<file path="src/rtl/camera_pixel_capture.sv">
// camera_pixel_capture: samples a slow camera byte bus using the synchronized pclk as a strobe,
// packs byte pairs into sof/eol-tagged 16-bit pixels and queues them for a valid/ready consumer.
module camera_pixel_capture #(
    parameter int FIFO_DEPTH = 4,
    parameter int COL_W      = 10,
    parameter int ROW_W      = 9
) (
    input  logic             clock,
    input  logic             reset,
    input  logic             enable,
    input  logic             cam_pclk,
    input  logic             cam_vsync,
    input  logic             cam_href,
    input  logic [7:0]       cam_data,
    output logic [15:0]      pix_data,
    output logic             pix_sof,
    output logic             pix_eol,
    output logic             pix_valid,
    input  logic             pix_ready,
    output logic [COL_W-1:0] col_count,
    output logic [ROW_W-1:0] row_count,
    output logic             overflow,
    output logic             frame_done
);
    localparam int AW = $clog2(FIFO_DEPTH);

    typedef enum logic [1:0] {IDLE, WAIT_FRAME, ACTIVE} state_t;
    state_t state, state_nx;

    logic [10:0] sync1, sync2;
    logic        pclk_d, pe, vs, hr;
    logic [7:0]  d;
    logic        vs_last, hr_last, phase, pend_v, sof_arm, push_v;
    logic [7:0]  hi_byte;
    logic [15:0] pending;
    logic [17:0] push_e;
    logic        frame_start, frame_end, byte_in, line_end;

    logic [17:0]   mem [FIFO_DEPTH];
    logic [AW-1:0] wr, rd;
    logic [AW:0]   count;
    logic          full, pop, push_ok;

    always_ff @(posedge clock or negedge reset)
        if (!reset) begin
            sync1  <= '0;
            sync2  <= '0;
            pclk_d <= 1'b0;
        end else begin
            sync1  <= {cam_pclk, cam_vsync, cam_href, cam_data};
            sync2  <= sync1;
            pclk_d <= sync2[10];
        end

    assign pe = sync2[10] & ~pclk_d;
    assign vs = sync2[9];
    assign hr = sync2[8];
    assign d  = sync2[7:0];

    assign frame_start = pe && state == WAIT_FRAME && vs_last && !vs;
    assign frame_end   = pe && state == ACTIVE && vs;
    assign byte_in     = pe && state == ACTIVE && !vs && hr;
    assign line_end    = pe && state == ACTIVE && !vs && !hr && hr_last;

    always_ff @(posedge clock or negedge reset)
        if (!reset) state <= IDLE;
        else        state <= state_nx;

    always_comb begin
        state_nx = state;
        if (state == IDLE && enable) state_nx = WAIT_FRAME;
        if (frame_start)             state_nx = ACTIVE;
        if (frame_end)               state_nx = enable ? WAIT_FRAME : IDLE;
    end

    // Pushes are staged one cycle so the FIFO write is a plain registered event.
    always_ff @(posedge clock or negedge reset)
        if (!reset) begin
            vs_last    <= 1'b0;
            hr_last    <= 1'b0;
            phase      <= 1'b0;
            hi_byte    <= '0;
            pending    <= '0;
            pend_v     <= 1'b0;
            sof_arm    <= 1'b0;
            push_v     <= 1'b0;
            push_e     <= '0;
            col_count  <= '0;
            row_count  <= '0;
            frame_done <= 1'b0;
        end else begin
            push_v     <= 1'b0;
            frame_done <= frame_end;
            if (pe) begin
                vs_last <= vs;
                hr_last <= hr;
            end
            if (frame_start) begin
                col_count <= '0;
                row_count <= '0;
                sof_arm   <= 1'b1;
                phase     <= 1'b0;
                pend_v    <= 1'b0;
            end
            if (byte_in) begin
                phase <= ~phase;
                if (!phase) hi_byte <= d;
                else begin
                    pending   <= {hi_byte, d};
                    pend_v    <= 1'b1;
                    col_count <= (col_count == '1) ? col_count : col_count + 1'b1;
                    if (pend_v) begin
                        push_v  <= 1'b1;
                        push_e  <= {sof_arm, 1'b0, pending};
                        sof_arm <= 1'b0;
                    end
                end
            end
            if ((line_end || frame_end) && pend_v) begin
                push_v  <= 1'b1;
                push_e  <= {sof_arm, 1'b1, pending};
                sof_arm <= 1'b0;
                pend_v  <= 1'b0;
            end
            if (line_end) begin
                row_count <= (row_count == '1) ? row_count : row_count + 1'b1;
                col_count <= '0;
                phase     <= 1'b0;
            end
            if (frame_end) phase <= 1'b0;
        end

    assign full    = count == (AW+1)'(FIFO_DEPTH);
    assign pix_valid = count != '0;
    assign pop     = pix_valid & pix_ready;
    assign push_ok = push_v & (~full | pop);

    always_ff @(posedge clock)
        if (push_ok) mem[wr] <= push_e;

    always_ff @(posedge clock or negedge reset)
        if (!reset) begin
            wr       <= '0;
            rd       <= '0;
            count    <= '0;
            overflow <= 1'b0;
        end else begin
            if (push_ok) wr <= wr + 1'b1;
            if (pop)     rd <= rd + 1'b1;
            count <= count + {AW'(0), push_ok} - {AW'(0), pop};
            if (push_v && full && !pop) overflow <= 1'b1;
            if (frame_start)            overflow <= 1'b0;
        end

    assign {pix_sof, pix_eol, pix_data} = pix_valid ? mem[rd] : 18'h0;
endmodule

</file>
<file path="config.mk">
export PLATFORM = sky130hd
export DESIGN_NAME = camera_pixel_capture
export DESIGN_NICKNAME = d
export VERILOG_FILES = /design/src/rtl/camera_pixel_capture.sv
export SDC_FILE = /design/constraint.sdc
export NUM_CORES = 1
export LEC_CHECK = 0
export CAP_MARGIN = 5
export CORE_MARGIN = 8
export CORE_UTILIZATION = 55
export DETAILED_ROUTE_END_ITERATION = 10
export GPL_ROUTABILITY_DRIVEN = 0
export GPL_TIMING_DRIVEN = 0
export PLACE_DENSITY = 0.86
export SYNTH_ARGS = -nofsm -noshare
export SYNTH_HDL_FRONTEND = slang
export SYNTH_SLANG_ARGS = --single-unit
</file>
<file path="constraint.sdc">
create_clock -name clock -period 2.7 [get_ports clock]
set_input_delay 0.54 -clock clock [delete_from_list [all_inputs] [get_ports clock]]
set_output_delay 0.54 -clock clock [all_outputs]
set_load 0.01 [all_outputs]
</file>
==> results of run 1 <==
-- cell families after synthesis --
kind of cell             share of synthesized area [%]
AO/OA/AOI/OAI                                     3.25
XOR/XNOR                                          1.27
adder cells (fa/ha/maj)                           1.93
buffers and inverters                             2.18
flip-flops                                        68.1
multiplexers                                      11.2
AND/OR/NAND/NOR                                   12.1
-- worst min path at each step --
| stage | startpoint | to | slack (ns) |
|---|---|---|---|
| 2_1_floorplan | reset | col_count[0] | 0.24 |
| 3_3_place_gp | sync1[8] | sync2[8] | 0.33 |
| 3_5_place_dp | sync1[4] | sync2[4] | 0.34 |
| 4_1_cts | reset | sync1[2] | 0.02 |
| 5_1_grt | reset | sync1[2] | 0.03 |
| 6_report | reset | sync1[3] | 0.02 |
-- where the power goes --
part	total, W	switching (W)	internal (W)
Clock	0.00232	0.00103	0.00129
Sequential	0.00296	0.000105	0.00285
Combinational	0.00109	0.000481	0.000605
-- routing by layer --
metal,track usage (%),wire length [microns],part of all wire [%]
met2,29.2,6670,51
met1,19.3,5380,41
met5,0,0,0
met3,5.03,809,6.2
met4,6.64,172,1.3
-- placed cells by master (no fill, tap or decap), drive strengths merged, types with 2 or more instances in the layout --
master / n
mux4: 18
clkbuf: 26
a211oi: 3
dfrtp: 101
nor4: 3
o311ai: 3
buf: 19
nor3: 8
and2: 25
dlymetal6s2s: 16
mux2i: 3
and4: 2
clkdlybuf4s50: 37
a21oi: 4
nand2: 58
and3: 3
clkinv: 4
inv: 19
nand2b: 2
ha: 9
or3: 4
nor2: 15
clkinvlp: 3
nand3: 8
xnor2: 9
mux2: 27
edfxtp: 72
a22o: 2
nand4: 11
o21ai: 9
nor2b: 4
-- what timing repair did --
action | in CTS | in global routing
setup buffers | 1 | 5
setup endpoints to repair | 19 | 19
gates resized for setup | 9 | 26
-- cell type report --
| class | instances | area share, % |
|---|---|---|
| Clock buffer | 18 | 5.13 |
| Clock inverter | 14 | 1.60 |
| Multi-Input combinational cell | 251 | 24.7 |
| Inverter | 13 | 0.583 |
| Sequential cell | 173 | 56.1 |
| Timing Repair Buffer | 61 | 7.77 |
| Tap cell | 172 | 2.57 |
| Buffer | 19 | 1.61 |
-- worst max-delay path: stages, from the launching register on --
cell                              delay, ns
sky130_fd_sc_hd__dfrtp_2               0.39
sky130_fd_sc_hd__buf_12                0.15
sky130_fd_sc_hd__mux4_2                0.48
sky130_fd_sc_hd__and2_1                0.16
sky130_fd_sc_hd__clkdlybuf4s50_1       0.47
-- stage by stage --
step	TNS [ns]	instance area, sq um	utilization, %	total power [W]	hold slack (ns)
after global placement	-244.02	7640	61.6	0.00393	0.332
final	0	8370	67.4	0.00636	0.0219
after floorplan	0	6890	-	0.00355	0.244
after global routing	-0.0748	8370	67.4	0.00662	0.0288
after detailed placement	-1.56	7670	61.8	0.00397	0.336
after CTS	-0.285	8260	66.6	0.00631	0.0203
-- sequential cells by signal, indices dropped and copies added (netlist names), 2 cells and up --
register / cells
wr: 2
count: 3
row_count: 9
hi_byte: 8
sync2: 11
state: 2
mem: 72
rd: 2
col_count: 10
pending: 16
push_e: 18
sync1: 11
==> impl_summary.txt, run 1 <==
----------------------------------------------------
[Run status]
  Outcome ... finished clean

[Synthesis]
  #FFs+latches synth ... 173
  Mapped cell area ... a little under 7000 sq um
  Top cell type's share of synthesized area ... a little under two fifths
  Leading area contributor after synthesis ... sky130_fd_sc_hd__dfrtp_1
  Instance count of the mapped netlist ... between 400 and 500
  Main synth FF type ... sky130_fd_sc_hd__dfrtp_1
  Count of cell types in the netlist ... 54
  Syn_area_per_cell ... approximately 15 sq um
  Main area contributors after synthesis ... sky130_fd_sc_hd__dfrtp_1, sky130_fd_sc_hd__edfxtp_1, sky130_fd_sc_hd__mux4_2
  Post-synthesis sequential area ratio ... 68.1%
  Count leader, synth ... sky130_fd_sc_hd__dfrtp_1
  List of most frequent post-synthesis cells ... sky130_fd_sc_hd__dfrtp_1, sky130_fd_sc_hd__edfxtp_1, sky130_fd_sc_hd__nand2_1, sky130_fd_sc_hd__and2_1
  Number of enable flip-flop cells after synthesis ... 72
  Share of flip-flops with an asynchronous set or reset ... 58.4%
  Net count of the mapped netlist ... a little under 500
  Count of synthesis-stage warnings from yosys ... 0

[STA]
  Maximum clock skew at final layout ... 0.00615 ns
  Ratio of final minimum period to clock period ... 96.9%
  Final hold viol count ... 0
  Maximum achievable frequency ... roughly 380 MHz
  Fin worst setup slack ... about 0.085 ns
  Number of max-slew violations in the final report ... 0
  Pin slew with the least headroom to its limit ... 0.972 ns
  RSZ-0062 raised after global routing ... true
  Worst-case headroom to the max-slew limit ... approximately a third
  Number of endpoints failing setup at the final stage ... 0
  Final period demand of the worst path ... 2.62 ns

[Route]
  Total wire length ... around 13000 microns
  Mean routed wirelength per cell ... around 18 microns
  Via/cell ratio ... about 5.5
  Total via count in the routed design ... between 3000 and 4000
  Number of DRC violations after detailed-routing iteration 0 ... just over 300
  Router iterations before antenna repair ... 4
  # DRC ... 0
  Remaining number of nets flagged by the antenna check after routing ... 0

[GRT]
  Global-route usage over all layers ... between 15 and 20%
  Maximum number of pins on one net before global-route repair ... slightly below 80
  Via count of the first global-routing pass ... approximately 4200
  Overall overflow remaining after global route ... 0
  Number of antenna violations at the first check in global routing ... 0
  Global-route wire length before repair ... between 20000 and 25000 microns

[Final layout]
  Sequential cell area ... about 4700 sq um
  Final-stage net count ... around 560
  Multi-input combinational cell area ... 2060 sq um
  Non-filler cells, final ... roughly 700
  Proportion of layout cells with a drive suffix above 1 ... around a fifth
  Growth of design area from synthesis to finish ... 21.5%
  # diodes ... 0
  Filler Cells Inserted ... between 800 and 900

[Critical path]
  Data required time at the worst endpoint ... 2.16 ns
  CP Capture Point ... pix_data[3]
  Maximum fanout encountered on the critical timing path ... 10
  Arrival time at the worst endpoint ... 2.08 ns
  CP Launch Point ... rd[0]
  Critical register-to-register path endpoint ... count[2]
  Worst reg2reg setup slack ... 0.09 ns
  Critical path launch point type ... flop
  Startpoint of the most critical register-to-register path ... count[2]
  Reg2reg path depth ... 10
  Setup CP Type ... flop to primary output
  Worst setup EP type ... primary output

[Floorplan]
  Core outline area ... 12400 sq um
  Total Die Area ... roughly 16000 sq um
  Die Y ... 128 microns
  Num rows ... 41
  Horiz. Die Dim ... 128 microns
  Initial cell density of the core ... between 50% and 60%
  Count of boundary I/O pins ... between 50 and 60

[Placement]
  Cell count after placement ... a little under 700
  Number of buffer cells added on primary ports ... 54
  Post-detailed-placement half-perimeter wirelength ... roughly 8400 microns
  Placement Setup Slack ... -0.406 ns

[Power]
  Maximum vdd drop ... around 390 uV
  Pwr/cell area ... ~760 nW/um^2
  Leakage dissipation ... approximately 3.3 nW

[Clocking]
  TritonCTS clock tree ... built
  Total clock buffers created by CTS ... 17
  Cell at the root of the clock tree ... sky130_fd_sc_hd__clkbuf_16
  CTS clk-pin slew, worst paths ... ~0.070 ns
  Maximum level of the CTS H-tree ... 4
  Number of buffers added to fix hold violations after cts ... 0
  Clock network latency to the later pin of the worst-skew pair ... 0.42 ns
  Clk buf depth ... 2
  Num Clock Sinks ... approximately 170

[Job]
  Number of violations of the max-capacitance limit ... 0

[Hold path]
  Worst min-delay path category ... input port to async pin

----------------------------------------------------
Power figures use the tool's default switching activity.
==> run 2: changes to the inputs <==
Settings changed: SLEW_MARGIN set to 20.
==> run 2 against run 1 <==
Effect of this change:
- routed wire length about the same
- final area grew 0.16%
- die area stayed put
- sequential power hardly changed
- fmax fell by 0.18%
- non-clock buffer count increased by 1
- utilization up 0.11 points
- clock power is essentially flat
- clock-buffer cell count stayed put
- critical path type unchanged
- critical endpoint unchanged
- largest power group unchanged
- highest routed layer unchanged
==> impl_summary.txt, run 2 (synthesis gave the netlist of run 1 again) <==
----------------------------------------------------
[Critical path]
  CP cell instances ... buf_12 > mux4_2 > and2_1 > clkdlybuf4s50_1 (unchanged)
  Worst setup EP type ... primary output (unchanged)
  Number of buffers and inverters on the critical path ... 2 (unchanged)
  Top cell family by delay on the critical path ... buffers and inverters (unchanged)
  Critical-path cell with the highest stage delay ... sky130_fd_sc_hd__mux4_2 (unchanged)
  Maximum fanout encountered on the critical timing path ... 10 (unchanged)
  Max stage delay on crit path ... 0.48 ns (about the same)
  Critical path launch point type ... flop (unchanged)
  Setup CP Type ... flop to primary output (unchanged)
  Arrival time at the worst endpoint ... 2.08 ns (about the same)
  Data required time at the worst endpoint ... 2.16 ns (about the same)

[Final layout]
  Growth of design area from synthesis to finish ... 21.7% (was 21.5%)
  Final-stage net count ... 562 (was 561)
  # diodes ... 0 (unchanged)
  Proportion of layout cells with a drive suffix above 1 ... 20.4% (about the same)
  Non-filler cells, final ... 722 (was 721)
  Reg with most FFs ... mem (unchanged)
  Util after Layout ... 67.5% (was 67.4%)
  Registers with the most flip-flops ... mem (72), push_e (18), pending (16) (unchanged)
  Commonest cells after routing, fill and taps aside ... sky130_fd_sc_hd__dfrtp_1, sky130_fd_sc_hd__edfxtp_1, sky130_fd_sc_hd__nand2_1 (unchanged)
  Final design area excluding fillers ... 8380 sq um (was 8370 sq um)
  Most common cell after layout, fill and taps aside ... sky130_fd_sc_hd__dfrtp_1 (unchanged)
  Flip-flop count of the largest register, all copies and words added ... 72 (unchanged)

[GRT]
  Overall overflow remaining after global route ... 0 (unchanged)
  Via count of the first global-routing pass ... 4214 (unchanged)
  Maximum number of pins on one net before global-route repair ... 78 (unchanged)
  Number of antenna violations at the first check in global routing ... 0 (unchanged)
  Global-route usage over all layers ... 16.9% (about the same)
  Global-route wire length before repair ... 21400 microns (about the same)

[Power]
  Pwr/cell area ... 759 nW/um^2 (was 760 nW/um^2)
  Tot Pwr ... 0.00637 W (was 0.00636 W)
  Leakage dissipation ... 3.32 nW (was 3.31 nW)
  Maximum vdd drop ... 390 uV (about the same)

[STA]
  Worst-case headroom to the max-slew limit ... 35.1% (was 35.2%)
  Number of max-slew violations in the final report ... 0 (unchanged)
  Final hold viol count ... 0 (unchanged)
  Pin slew with the least headroom to its limit ... 0.974 ns (was 0.972 ns)
  Ratio of final minimum period to clock period ... 97.0% (was 96.9%)
  Final period demand of the worst path ... 2.62 ns (about the same)
  RSZ-0062 raised after global routing ... true (unchanged)
  Number of endpoints failing setup at the final stage ... 0 (unchanged)
  Maximum clock skew at final layout ... 0.00710 ns (was 0.00615 ns)
  Maximum achievable frequency ... 382 MHz (about the same)

[Route]
  Remaining number of nets flagged by the antenna check after routing ... 0 (unchanged)
  Number of DRC violations after detailed-routing iteration 0 ... 343 (was 303)
  # DRC ... 0 (unchanged)
  Router iterations before antenna repair ... 5 (was 4)
  Total via count in the routed design ... 3976 (was 3936)
  Via/cell ratio ... 5.51 (was 5.46)
  Total wire length ... 13000 microns (about the same)
  Mean routed wirelength per cell ... 18.0 microns (was 18.1 microns)

[Run status]
  Outcome ... finished clean (unchanged)

[Floorplan]
  Num rows ... 41 (unchanged)
  Die Y ... 128 microns (unchanged)
  Core outline area ... 12400 sq um (unchanged)
  Horiz. Die Dim ... 128 microns (unchanged)
  Count of boundary I/O pins ... 55 (unchanged)
  Total Die Area ... 16400 sq um (unchanged)
  Initial cell density of the core ... 55.5% (unchanged)

[Clocking]
  Clock network latency to the later pin of the worst-skew pair ... 0.42 ns (about the same)
  Clk buf depth ... 2 (unchanged)
  Num Clock Sinks ... 173 (unchanged)
  Maximum level of the CTS H-tree ... 4 (unchanged)
  TritonCTS clock tree ... built (unchanged)
  Total clock buffers created by CTS ... 17 (unchanged)
  CTS clk-pin slew, worst paths ... 0.07 ns (about the same)
  Cell at the root of the clock tree ... sky130_fd_sc_hd__clkbuf_16 (unchanged)

[Placement]
  Post-detailed-placement half-perimeter wirelength ... 8430 microns (about the same)
  Cell count after placement ... 684 (unchanged)
  Cell Area, Placed ... 7670 sq um (about the same)
  Number of buffer cells added on primary ports ... 54 (unchanged)

[Job]
  Number of violations of the max-capacitance limit ... 0 (unchanged)

[Hold path]
  Worst min-delay path category ... flop to flop (was input port to async pin)

----------------------------------------------------
-- run 2: changes by cell type in the layout (fill, tap and decap cells not counted), sizes merged --
cell	delta
dlygate4sd3	+1
-- run 2: path summary, 6_finish.rpt --
| path | start | end | slack [ns] | cells past startpoint |
|---|---|---|---|---|
| setup / recovery | rd[0] | pix_data[3] | 0.08 | 4 |
| hold reg to reg | sync1[4] | sync2[4] | 0.35 | 0 |
| min in group asynchronous | reset | sync1[3] | 0.53 | 2 |
| max in group asynchronous | reset | count[1] | 1.51 | 3 |
| setup reg to reg | count[2] | count[2] | 0.09 | 10 |
| hold / removal | sync1[4] | sync2[4] | 0.35 | 0 |
-- run 2: metal layers --
| metal | vias to the layer above | share of wire [%] | GRT usage [%] |
|---|---|---|---|
| met2 | 158 | 51 | 29.2 |
| met5 | - | 0 | 0 |
| li1 | 1823 | - | - |
| met3 | 22 | 6.3 | 5.03 |
| met1 | 1973 | 41 | 19.3 |
| met4 | 0 | 1.5 | 6.64 |
-- run 2: through the flow --
step / worst slack [ns] / hold slack [ns] / TNS, ns
floorplan: 0.332 / 0.244 / 0
global placement: -2.42 / 0.332 / -244.02
detailed placement: -0.406 / 0.336 / -1.56
CTS: -0.0508 / 0.351 / -0.285
global route: -0.0748 / 0.355 / -0.0748
finish: 0.0798 / 0.349 / 0
-- run 2: layout make-up --
cell class              instances  area, sq um
fillers                       842         4030
inverters                      13         48.8
clock inverters                14          134
plain buffers                  19          135
repair buffers                 62          664
clock buffers                  18          429
multi-input cells             251         2060
well taps                     172          215
flip-flops and latches        173         4690
-- run 2: what timing repair did --
item                                    4_1_cts  5_1_grt
setup buffers                                 1        5
gates cloned                                  0        0
hold buffers                                  1        0
gates resized for setup                       9       26
endpoints found under the hold margin        24        0
endpoints found under the setup margin       19       19
-- run 2: where the power goes --
part,switching [W],internal [W]
clock network,0.00103,0.00129
registers,0.000105,0.00285
logic,0.000483,0.000606
==> RTL change: new RTL, config.mk and constraints of run 2 <==
Set the parameter `ROW_W` to 18 (it was 9).
--- a/src/rtl/camera_pixel_capture.sv
+++ b/src/rtl/camera_pixel_capture.sv
@@ -4,5 +4,5 @@
     parameter int FIFO_DEPTH = 4,
     parameter int COL_W      = 10,
-    parameter int ROW_W      = 9
+    parameter int ROW_W      = 18
 ) (
     input  logic             clock,
Ports: changed (resized row_count); port bits go from 55 to 64. No check against the original RTL was run, so the function may have changed too.
==> RTL change against run 2 <==
- area after synthesis up 6.1%
- highest routed layer unchanged
- via count up 15%
- clock power up 4%
- total power up 3.3%
- count of clock-buffer cells in the layout unchanged
- setup slack better by 0.021 ns
- sequential cell count up 9
- final area up 6.1%
- routed wire length up 9.5%
- largest cell class unchanged
==> RTL change: results (changes against run 2) <==
status=complete, no violations; layout cells sized above 1=17.8% (-2.5 points); clock slew seen by the registers of the worst setup and hold paths=0.07 ns (about the same); DRT Wirelength=14.3 mm (+9.5%); Worst path slowest cell=mux4_2; r2r startpoint=count[1]$_DFF_PN0_; Nets=633 (+13%); buffers added on ports=63 (+17%); Ys Warns=0 (unchanged); met1 wire length=5.93 mm (+12%); initial antenna violation count=0 (unchanged); highest metal used=met4; wire length on met2=7.26 mm (+8.3%); syn avg cell area=14.1 um2 (-6.7%); Clock Latency Late Sink=0.42 ns (about the same); main area contributors after synthesis=dfrtp_1 38%, edfxtp_1 30%, mux4_2 5.5%; antenna cells=0 (unchanged); Largest register FFs=72 (unchanged); slowest cell delay on critical path=0.49 ns; critical path endpoint=pix_data[15]; largest net degree at the start of global routing=72 (-7.7%); syn_nets=544 (+13%); non-filler cells, final=798 (+11%); worst reg2reg setup slack=0.13 ns (+0.04 ns); met3 routed WL=838 um (+1.9%); final hold slack=0.0202 ns (-0.329 ns); Post-synth top flop=dfrtp_1; vias in the first global route=4558 (+8.2%); Setup crit start=rd[0]$_DFFE_PN0P_; Post-DP HPWL=9.52 mm (+13%); largest registers=mem (72), push_e (18), row_count (18); Worst R2R Path Depth=10 (unchanged); worst vdd rail ir drop=0.000447 V (+15%); NetSw=0.00174 W (+7.2%); HP Class=input port to asynchronous set/reset pin; Crit Path Max Fanout=7 (-3); synth cell count leaders=110 x dfrtp_1, 72 x edfxtp_1, 72 x nand2_1; RR Endpoint=count[2]$_DFF_PN0_; cts hold-fix bufs=0 (-1); fill cell count=885 (+5.1%); async set-reset flop share out of synthesis=60.4% (+2.1 points); dpl cells=760 (+11%); Worst Path Arrival=2.06 ns (-0.02 ns); first-pass GRT wire length=23.3 mm (+8.9%); register area share after synthesis=67.2% (-0.85 points); leakage=3.47 nW (+4.5%); Tot GR Track Use=16.8% (-0.036 points); Vias/cell=5.72 (+3.9%); Worst Skew=0.00602 ns (-0.00108 ns); 1st-iter DRT viols=476 (+39%); worst rel slew slack=37.1% (+2.1 points)
[RTL change: cells by family after synthesis]
group | count (synthesis) | share of synthesized area [%]
compound gates | 51 | 4.64
xor+xnor | 11 | 1.32
fa+ha+maj | 9 | 1.64
buf+inv | 30 | 1.78
flops | 182 | 67.2
mux | 48 | 10.1
simple gates | 189 | 13.2
[RTL change: timing repair]
item                                    in CTS  in global routing
gates resized for setup                     20                 15
buffers inserted                             3                  4
endpoints found under the setup margin      18                 14
[RTL change: power groups by stage]
stage / clock (W) / sequential [W] / combinational (W)
2_1_floorplan: 0 / 0.00312 / 0.000576
3_3_place_gp: 0 / 0.00314 / 0.000949
3_5_place_dp: 0 / 0.00315 / 0.000984
4_1_cts: 0.00246 / 0.00310 / 0.00102
5_1_grt: 0.00257 / 0.00313 / 0.00115
6_report: 0.00242 / 0.00311 / 0.00105
[RTL change: final cells by class]
cell class / count / share of cell area, %
Buffer: 20 / 1.43
Clock buffer: 18 / 4.94
Clock inverter: 14 / 1.76
Inverter: 9 / 0.380
Multi-Input combinational cell: 308 / 25.6
Sequential cell: 182 / 55.3
Tap cell: 176 / 2.47
Timing Repair Buffer: 71 / 8.17
[RTL change: routing by layer]
| metal | up-vias | track usage [%] |
|---|---|---|
| met5 | - | 0 |
| met4 | 0 | 6.19 |
| met3 | 27 | 4.42 |
| met2 | 202 | 28.2 |
| met1 | 2252 | 20.7 |
| li1 | 2083 | - |
[RTL change: metrics by stage]
| step | instance area, um2 | util (%) | setup slack, ns |
|---|---|---|---|
| finish | 8900 | 67.7 | 0.101 |
| global route | 8900 | 67.7 | 0.0123 |
| CTS | 8820 | 67.2 | 0.00176 |
| detailed placement | 8190 | 62.3 | -0.325 |
| global placement | 8160 | 62.1 | -2.82 |
| floorplan | 7310 | - | 0.342 |
